<file path="src/rtl/bypass_scoreboard.sv">
// Operand-bypass and decode hazard unit: a shift-register scoreboard of in-flight writes.
// Define BYPASS_STATS_EN to add the stall / forward statistics counters.
module bypass_scoreboard #(
   parameter int unsigned XLEN       = 32,
   parameter int unsigned NUM_STAGES = 3,
   parameter int unsigned NUM_READ   = 2,
   parameter int unsigned REG_AW     = 5,
   parameter int unsigned LAT_W      = 2
) (
   input  logic                         clk,
   input  logic                         rst,
   input  logic                         dec_valid,
   input  logic [REG_AW-1:0]            dec_rd,
   input  logic                         dec_wen,
   input  logic [LAT_W-1:0]             dec_lat,
   input  logic [NUM_READ*REG_AW-1:0]   dec_rs_addr,
   input  logic [NUM_READ*XLEN-1:0]     rf_rs_data,
   input  logic [NUM_STAGES*XLEN-1:0]   stage_data,
   input  logic                         freeze,
   input  logic                         flush,
   input  logic                         dec_kill,
   output logic                         dec_stall,
   output logic [NUM_READ*XLEN-1:0]     op_data,
   output logic [NUM_READ-1:0]          fwd_hit
`ifdef BYPASS_STATS_EN
   ,
   output logic [31:0]                  stat_stall_cnt,
   output logic [31:0]                  stat_fwd_cnt
`endif
);

   logic                vld_q [NUM_STAGES];
   logic [REG_AW-1:0]   rd_q  [NUM_STAGES];
   logic [LAT_W-1:0]    lat_q [NUM_STAGES];

   logic [NUM_READ-1:0] hazard;
   logic                issue_wr;

   // Scan oldest to youngest so the youngest matching entry has the final say.
   always_comb begin
      hazard  = '0;
      fwd_hit = '0;
      op_data = rf_rs_data;
      for (int p = 0; p < int'(NUM_READ); p++) begin
         for (int s = int'(NUM_STAGES) - 1; s >= 0; s--) begin
            if (vld_q[s] && (rd_q[s] == dec_rs_addr[p*REG_AW +: REG_AW]) &&
                (dec_rs_addr[p*REG_AW +: REG_AW] != '0)) begin
               if (lat_q[s] <= LAT_W'(s)) begin
                  fwd_hit[p]               = 1'b1;
                  hazard[p]                = 1'b0;
                  op_data[p*XLEN +: XLEN]  = stage_data[s*XLEN +: XLEN];
               end else begin
                  fwd_hit[p]               = 1'b0;
                  hazard[p]                = 1'b1;
                  op_data[p*XLEN +: XLEN]  = rf_rs_data[p*XLEN +: XLEN];
               end
            end
         end
      end
   end

   assign dec_stall = dec_valid && !dec_kill && (|hazard);
   assign issue_wr  = dec_valid && dec_wen && (dec_rd != '0) && !dec_kill && !dec_stall;

   always_ff @(posedge clk or posedge rst) begin
      if (rst) begin
         for (int s = 0; s < int'(NUM_STAGES); s++) begin
            vld_q[s] <= 1'b0;
            rd_q[s]  <= '0;
            lat_q[s] <= '0;
         end
      end else if (flush) begin
         for (int s = 0; s < int'(NUM_STAGES); s++) begin
            vld_q[s] <= 1'b0;
         end
      end else if (!freeze) begin
         for (int s = 1; s < int'(NUM_STAGES); s++) begin
            vld_q[s] <= vld_q[s-1];
            rd_q[s]  <= rd_q[s-1];
            lat_q[s] <= lat_q[s-1];
         end
         vld_q[0] <= issue_wr;
         rd_q[0]  <= dec_rd;
         lat_q[0] <= dec_lat;
      end
   end

`ifdef BYPASS_STATS_EN
   logic [31:0] fwd_pop;

   always_comb begin
      fwd_pop = '0;
      for (int p = 0; p < int'(NUM_READ); p++) begin
         fwd_pop = fwd_pop + 32'(fwd_hit[p]);
      end
   end

   always_ff @(posedge clk or posedge rst) begin
      if (rst) begin
         stat_stall_cnt <= '0;
         stat_fwd_cnt   <= '0;
      end else if (!freeze) begin
         if (dec_stall) begin
            stat_stall_cnt <= stat_stall_cnt + 32'd1;
         end else if (dec_valid) begin
            stat_fwd_cnt <= stat_fwd_cnt + fwd_pop;
         end
      end
   end
`endif

endmodule

</file>
<file path="config.mk">
export PLATFORM = sky130hd
export DESIGN_NAME = bypass_scoreboard
export DESIGN_NICKNAME = d
export VERILOG_FILES = /design/src/rtl/bypass_scoreboard.sv
export SDC_FILE = /design/constraint.sdc
export NUM_CORES = 1
export LEC_CHECK = 0
export ABC_AREA = 1
export CORE_AREA = 2 2 97 99
export DETAILED_ROUTE_END_ITERATION = 10
export DIE_AREA = 0 0 99 101
export DONT_BUFFER_PORTS = 1
export PLACE_DENSITY = 0.74
export SLEW_MARGIN = 20
export SYNTH_ARGS = -nofsm -noshare
export SYNTH_HDL_FRONTEND = slang
export SYNTH_SLANG_ARGS = --single-unit
</file>
<file path="constraint.sdc">
create_clock -name clk -period 3.1 [get_ports clk]
set_input_delay 0.31 -clock clk [delete_from_list [all_inputs] [get_ports clk]]
set_output_delay 0.31 -clock clk [all_outputs]
set_load 0.02 [all_outputs]
</file>
# --- After elaboration in Yosys (flattened, before gate mapping) ---
# Cells that the tools add are included.
word_totals:
  output_inout_bits: 67
  regBits: 24
  inputBits: 184
  elab_cells: 78
op_classes:
  reduce_logical: 25
  bitwise_logic: 2
  n_mux: 32
  order_cmp: 3
  n_eq_ne: 7
op_table:
  columns: ["op", "count"]
  rows:
  - ["32-bit 2-to-1 mux", 12]
  - ["5-bit == test", 6]
  - ["1-bit logical AND", 18]
  - ["1-bit 2-to-1 mux", 18]
  - ["5-bit nonzero test", 3]
  - ["3-bit 2-to-1 mux", 2]
  - ["2-bit by 1-bit <= comparator with 1-bit output, second input constant", 2]
  - ["2-bit <= comparator, second input constant", 1]
  - ["1-bit zero test", 2]
  - ["2-bit by 1-bit inequality test with 1-bit output, second input constant", 1]
  - ["1-bit inverter", 2]
  - ["2-bit AND reduction", 1]
  - ["2-bit OR reduction", 1]

# --- Longest topological paths before layout ---
depth:
  depth_word: 12
  mapped_depth: 15
  mapped_depth_nobuf: 15

# --- Worst setup path before layout ---
# Ideal clock, no wire load.
synth_path:
  path_kind: "register to output"
  start: "register lat_q[0] (netlist bit)"
  end: "output port op_data[10]"
  setup_slack_ns: 1.248
  path_stages_with_launch: 7
  path_buffers: 1
  t_arrival_ns: 1.542
  required_time_ns: 2.790
  path_cell_list: "dfrtp_1 > nand2_2 > dlygate4sd1_1 > nand2_1 > o21ai_0 > o22ai_1 > o21ai_1"
synth_between:
  elab_chain_cells: 5
synth_lines:
  columns: ["element", "line_no", "source"]
  rows:
  - ["start: declaration", "34", "logic [LAT_W-1:0] lat_q [NUM_STAGES];"]
  - ["start signal: indexed assignment", "80", "lat_q[s] <= lat_q[s-1];"]
  - ["2-bit <= comparator", "48", "if (lat_q[s] <= LAT_W'(s)) begin"]
  - ["32-bit 2-to-1 mux", "48", null]
  - ["32-bit 2-to-1 mux (3 in a row)", "46", "if (vld_q[s] && (rd_q[s] == dec_rs_addr[p*REG_AW +: REG_AW]) &&"]
  - ["end: declaration", "23", "output logic [NUM_READ*XLEN-1:0] op_data,"]
# Every way passes these cells.

# --- Worst setup path in the final report ---
layout_path:
  start: "register rd_q[8] (netlist bit)"
  end: "output port op_data[21]"
layout_between:
  elab_chain_cells: 5
layout_lines:
  columns: ["element", "line_no", "source"]
  rows:
  - ["start: declaration", "33", "logic [REG_AW-1:0] rd_q [NUM_STAGES];"]
  - ["start signal: indexed assignment", "79", "rd_q[s] <= rd_q[s-1];"]
  - ["5-bit == test", "46", null]
  - ["1-bit logical AND (2 in a row)", "46", null]
  - ["32-bit 2-to-1 mux (2 in a row)", "46", null]
# Every way passes these cells.

==> metrics.txt <==
status=finished, final reports clean; Synth cell types=36; layout overhead on the synthesized area=-1.35%; Yosys top cell by area=nand2_1; Syn Std Cell Area=0.00548 mm²; initial antenna violation count=0; worst slew pin tran=a little over 0.9 ns; CP required=2.79 ns; startpoint types=flip-flop; vias in the first global route=5490; Design Area, Final=~0.0054 mm²; net count after synthesis=1160; crit-path cells=inv_1, a21oi_1, nand2_1, nor2_2, nand2_2, buf_4, o21ai_0, o22ai_1, o21ai_1; asr flop ratio synth=100%; DR vias/cell=around 5.9; post-route ant nets=0; cts repair resizes=0; H-tree levels=1; CTS tree=done; Slew HR=37.8%; Final nets=1118; Total Wirelength=between 15000 and 20000 µm; Port Buffers=0; Buf/Inv on CP=2; Pwr Density=270 mW/mm²; top-level I/O count=about 250; clk root buf=clkbuf_8; Critical Path Source=rd_q[8]$_DFFE_PP0P_; Initial DRT Pass Iterations=5; Post-CTS Hold Buffers=0; RSZ-0062 raised after global routing=no; Final Cycle Share=90.7%; Fmax achieved=356 MHz; Placed Area=between 0.005 and 0.006 mm²; wire per inst=16.5 µm; DR iter-0 viols=361; CTS buffer count=3; R2R depth=14; first-pass GRT wire length=between 20000 and 30000 µm; gpl congestion=0.959; Critical-path top delay cell=nand2_2; leakage power=2.81 nW; synth top area cells=nand2_1, o21ai_0, dfrtp_1, a21oi_2, inv_1; CP arrival=2.50 ns; Final Hold Vio Count=0; most common cell after layout, fill and taps aside=nand2_1; largest net degree at the start of global routing=58; top cell type's share of synthesized area=23.8%; Ant. Diodes=0; Residual DRC=0; Total GRT Usage=~32%; vias=6170; chip height=101 µm; Die X=99 µm; Max VDD drop=approximately 0.28 mV; R2R Path Start=rd_q[8]$_DFFE_PP0P_; Gate Count Post-Synth=~980; most frequent cells in the layout=nand2_1, o21ai_0, inv_1; fin crit period=2.81 ns; CP max FO=40; CP endpoint kind=primary output; Setup TNS Final=0 ns; fraction of layout cells with a size suffix above 1=between 10% and 20%; GRT Residual Overflow=0; Post-CTS Setup Bufs=0; core footprint=0.00898 mm²; worst min-delay path class=in -> async; Initial Utilization=61.0%; Slew Viols, Final=0; Max Cap Viol=0; Worst-Skew Late Latency=0.27 ns; register bit total from synthesis=24; Setup CP Type=reg -> out; Seq/Total Area, Yosys=a little over a tenth; critical path's top delay family=simple AND/OR/NAND/NOR gates; Final Setup Violations=0; Std-Cell Rows=35; Setup Skew=0.00162 ns; clock sinks=24; Clock Tree Buf Depth=2; Top FF cell, synth=dfrtp_1; delay of the slowest critical-path stage=0.45 ns; Post-synth EDFFs=0; Mean Syn Cell Area=~5.6 µm²; Detailed Place HPWL=12400 µm; R2R Setup Slk=0.88 ns; CTS clk-pin slew, worst paths=0.09 ns; die footprint=0.0100 mm²; yosys warns=0; worst r2r dst=vld_q[2]$_DFFE_PP0P_
==> state kept, by name, summed over array words and instances, names as in the netlist <==
| name | flops |
|---|---|
| lat_q | 6 |
| vld_q | 3 |
| rd_q | 15 |
==> how the worst max path moves through the flow <==
stage / endpoint / slack (ns) / cells past startpoint
6_report: op_data[21] / 0.29 / 9
3_3_place_gp: op_data[21] / 0.67 / 8
3_5_place_dp: op_data[21] / 0.62 / 8
4_1_cts: op_data[21] / 0.31 / 8
2_1_floorplan: op_data[10] / 1.25 / 6
5_1_grt: op_data[27] / 0.05 / 9
==> layer usage <==
layer  up-vias  part of all wire, %  GRT usage [%]
met5         -                    0              0
met4         0                  1.8           7.69
met3        31                  9.6           4.51
met2       318                   48           55.8
met1      2738                   41           42.1
li1       3083                    -              -
==> worst reg2reg max path: stages, from the launching register on <==
cell and delay (ns):
dfrtp_1 0.42, inv_1 0.09, a21oi_1 0.13, nand2_1 0.07, nor2_2 0.16, nand2_2 0.45
buf_12 0.35, nand2_1 0.07, nand2_1 0.04, nand2_1 0.05, nand2_1 0.05, nand2_1 0.08
nand2_1 0.06, nand2_1 0.06, nand2_1 0.04
==> cells in the mapped netlist (10+ instances only) <==
| library cell | instances |
|---|---|
| a21oi_1 | 10 |
| a21oi_2 | 60 |
| buf_2 | 10 |
| buf_6 | 17 |
| clkbuf_1 | 17 |
| dfrtp_1 | 24 |
| inv_1 | 122 |
| inv_2 | 11 |
| nand2_1 | 348 |
| nand3_1 | 10 |
| o21a_1 | 32 |
| o21ai_0 | 150 |
| o21ai_1 | 33 |
| o21ai_2 | 30 |
| o22ai_1 | 36 |
==> through the flow <==
| stage | worst slack, ns | total power, W | cells | hold slack, ns | util (%) |
|---|---|---|---|---|---|
| after global placement | 0.667 | 0.00117 | 1040 | 0.432 | 59.4 |
| final | 0.289 | 0.00146 | 1044 | 0.128 | 60.2 |
| after global routing | 0.0488 | 0.00158 | 1044 | 0.165 | 60.2 |
| after detailed placement | 0.624 | 0.00117 | 1040 | 0.439 | 59.4 |
| after CTS | 0.313 | 0.00145 | 1044 | 0.155 | 60.2 |
| after floorplan | 1.25 | 0.00104 | 976 | 0.325 | - |
==> layout make-up <==
cell class / count / area [µm²]
multi-input cells: 751 / 3900
fillers: 920 / 3570
flip-flops and latches: 24 / 601
inverters: 137 / 515
repair buffers: 17 / 178
well taps: 111 / 139
clock buffers: 3 / 41.3
clock inverters: 1 / 30.0
==> cells by family (layout without fill, tap and decap cells) <==
group	count (synthesis)	after routing	synth area share [%]
compound gates	353	353	40.8
xor+xnor	6	6	0.960
simple gates	392	392	29.3
buf+inv	201	158	18.0
flops	24	24	11.0
==> report_power, final <==
part / switching, W / total (W) / internal [W] / leakage, nW
registers: 0.0000428 / 0.000399 / 0.000356 / 0.306
clock network: 0.000107 / 0.000280 / 0.000173 / 0.0357
logic: 0.000535 / 0.000782 / 0.000247 / 2.47
(Power assumes the default switching activity.)
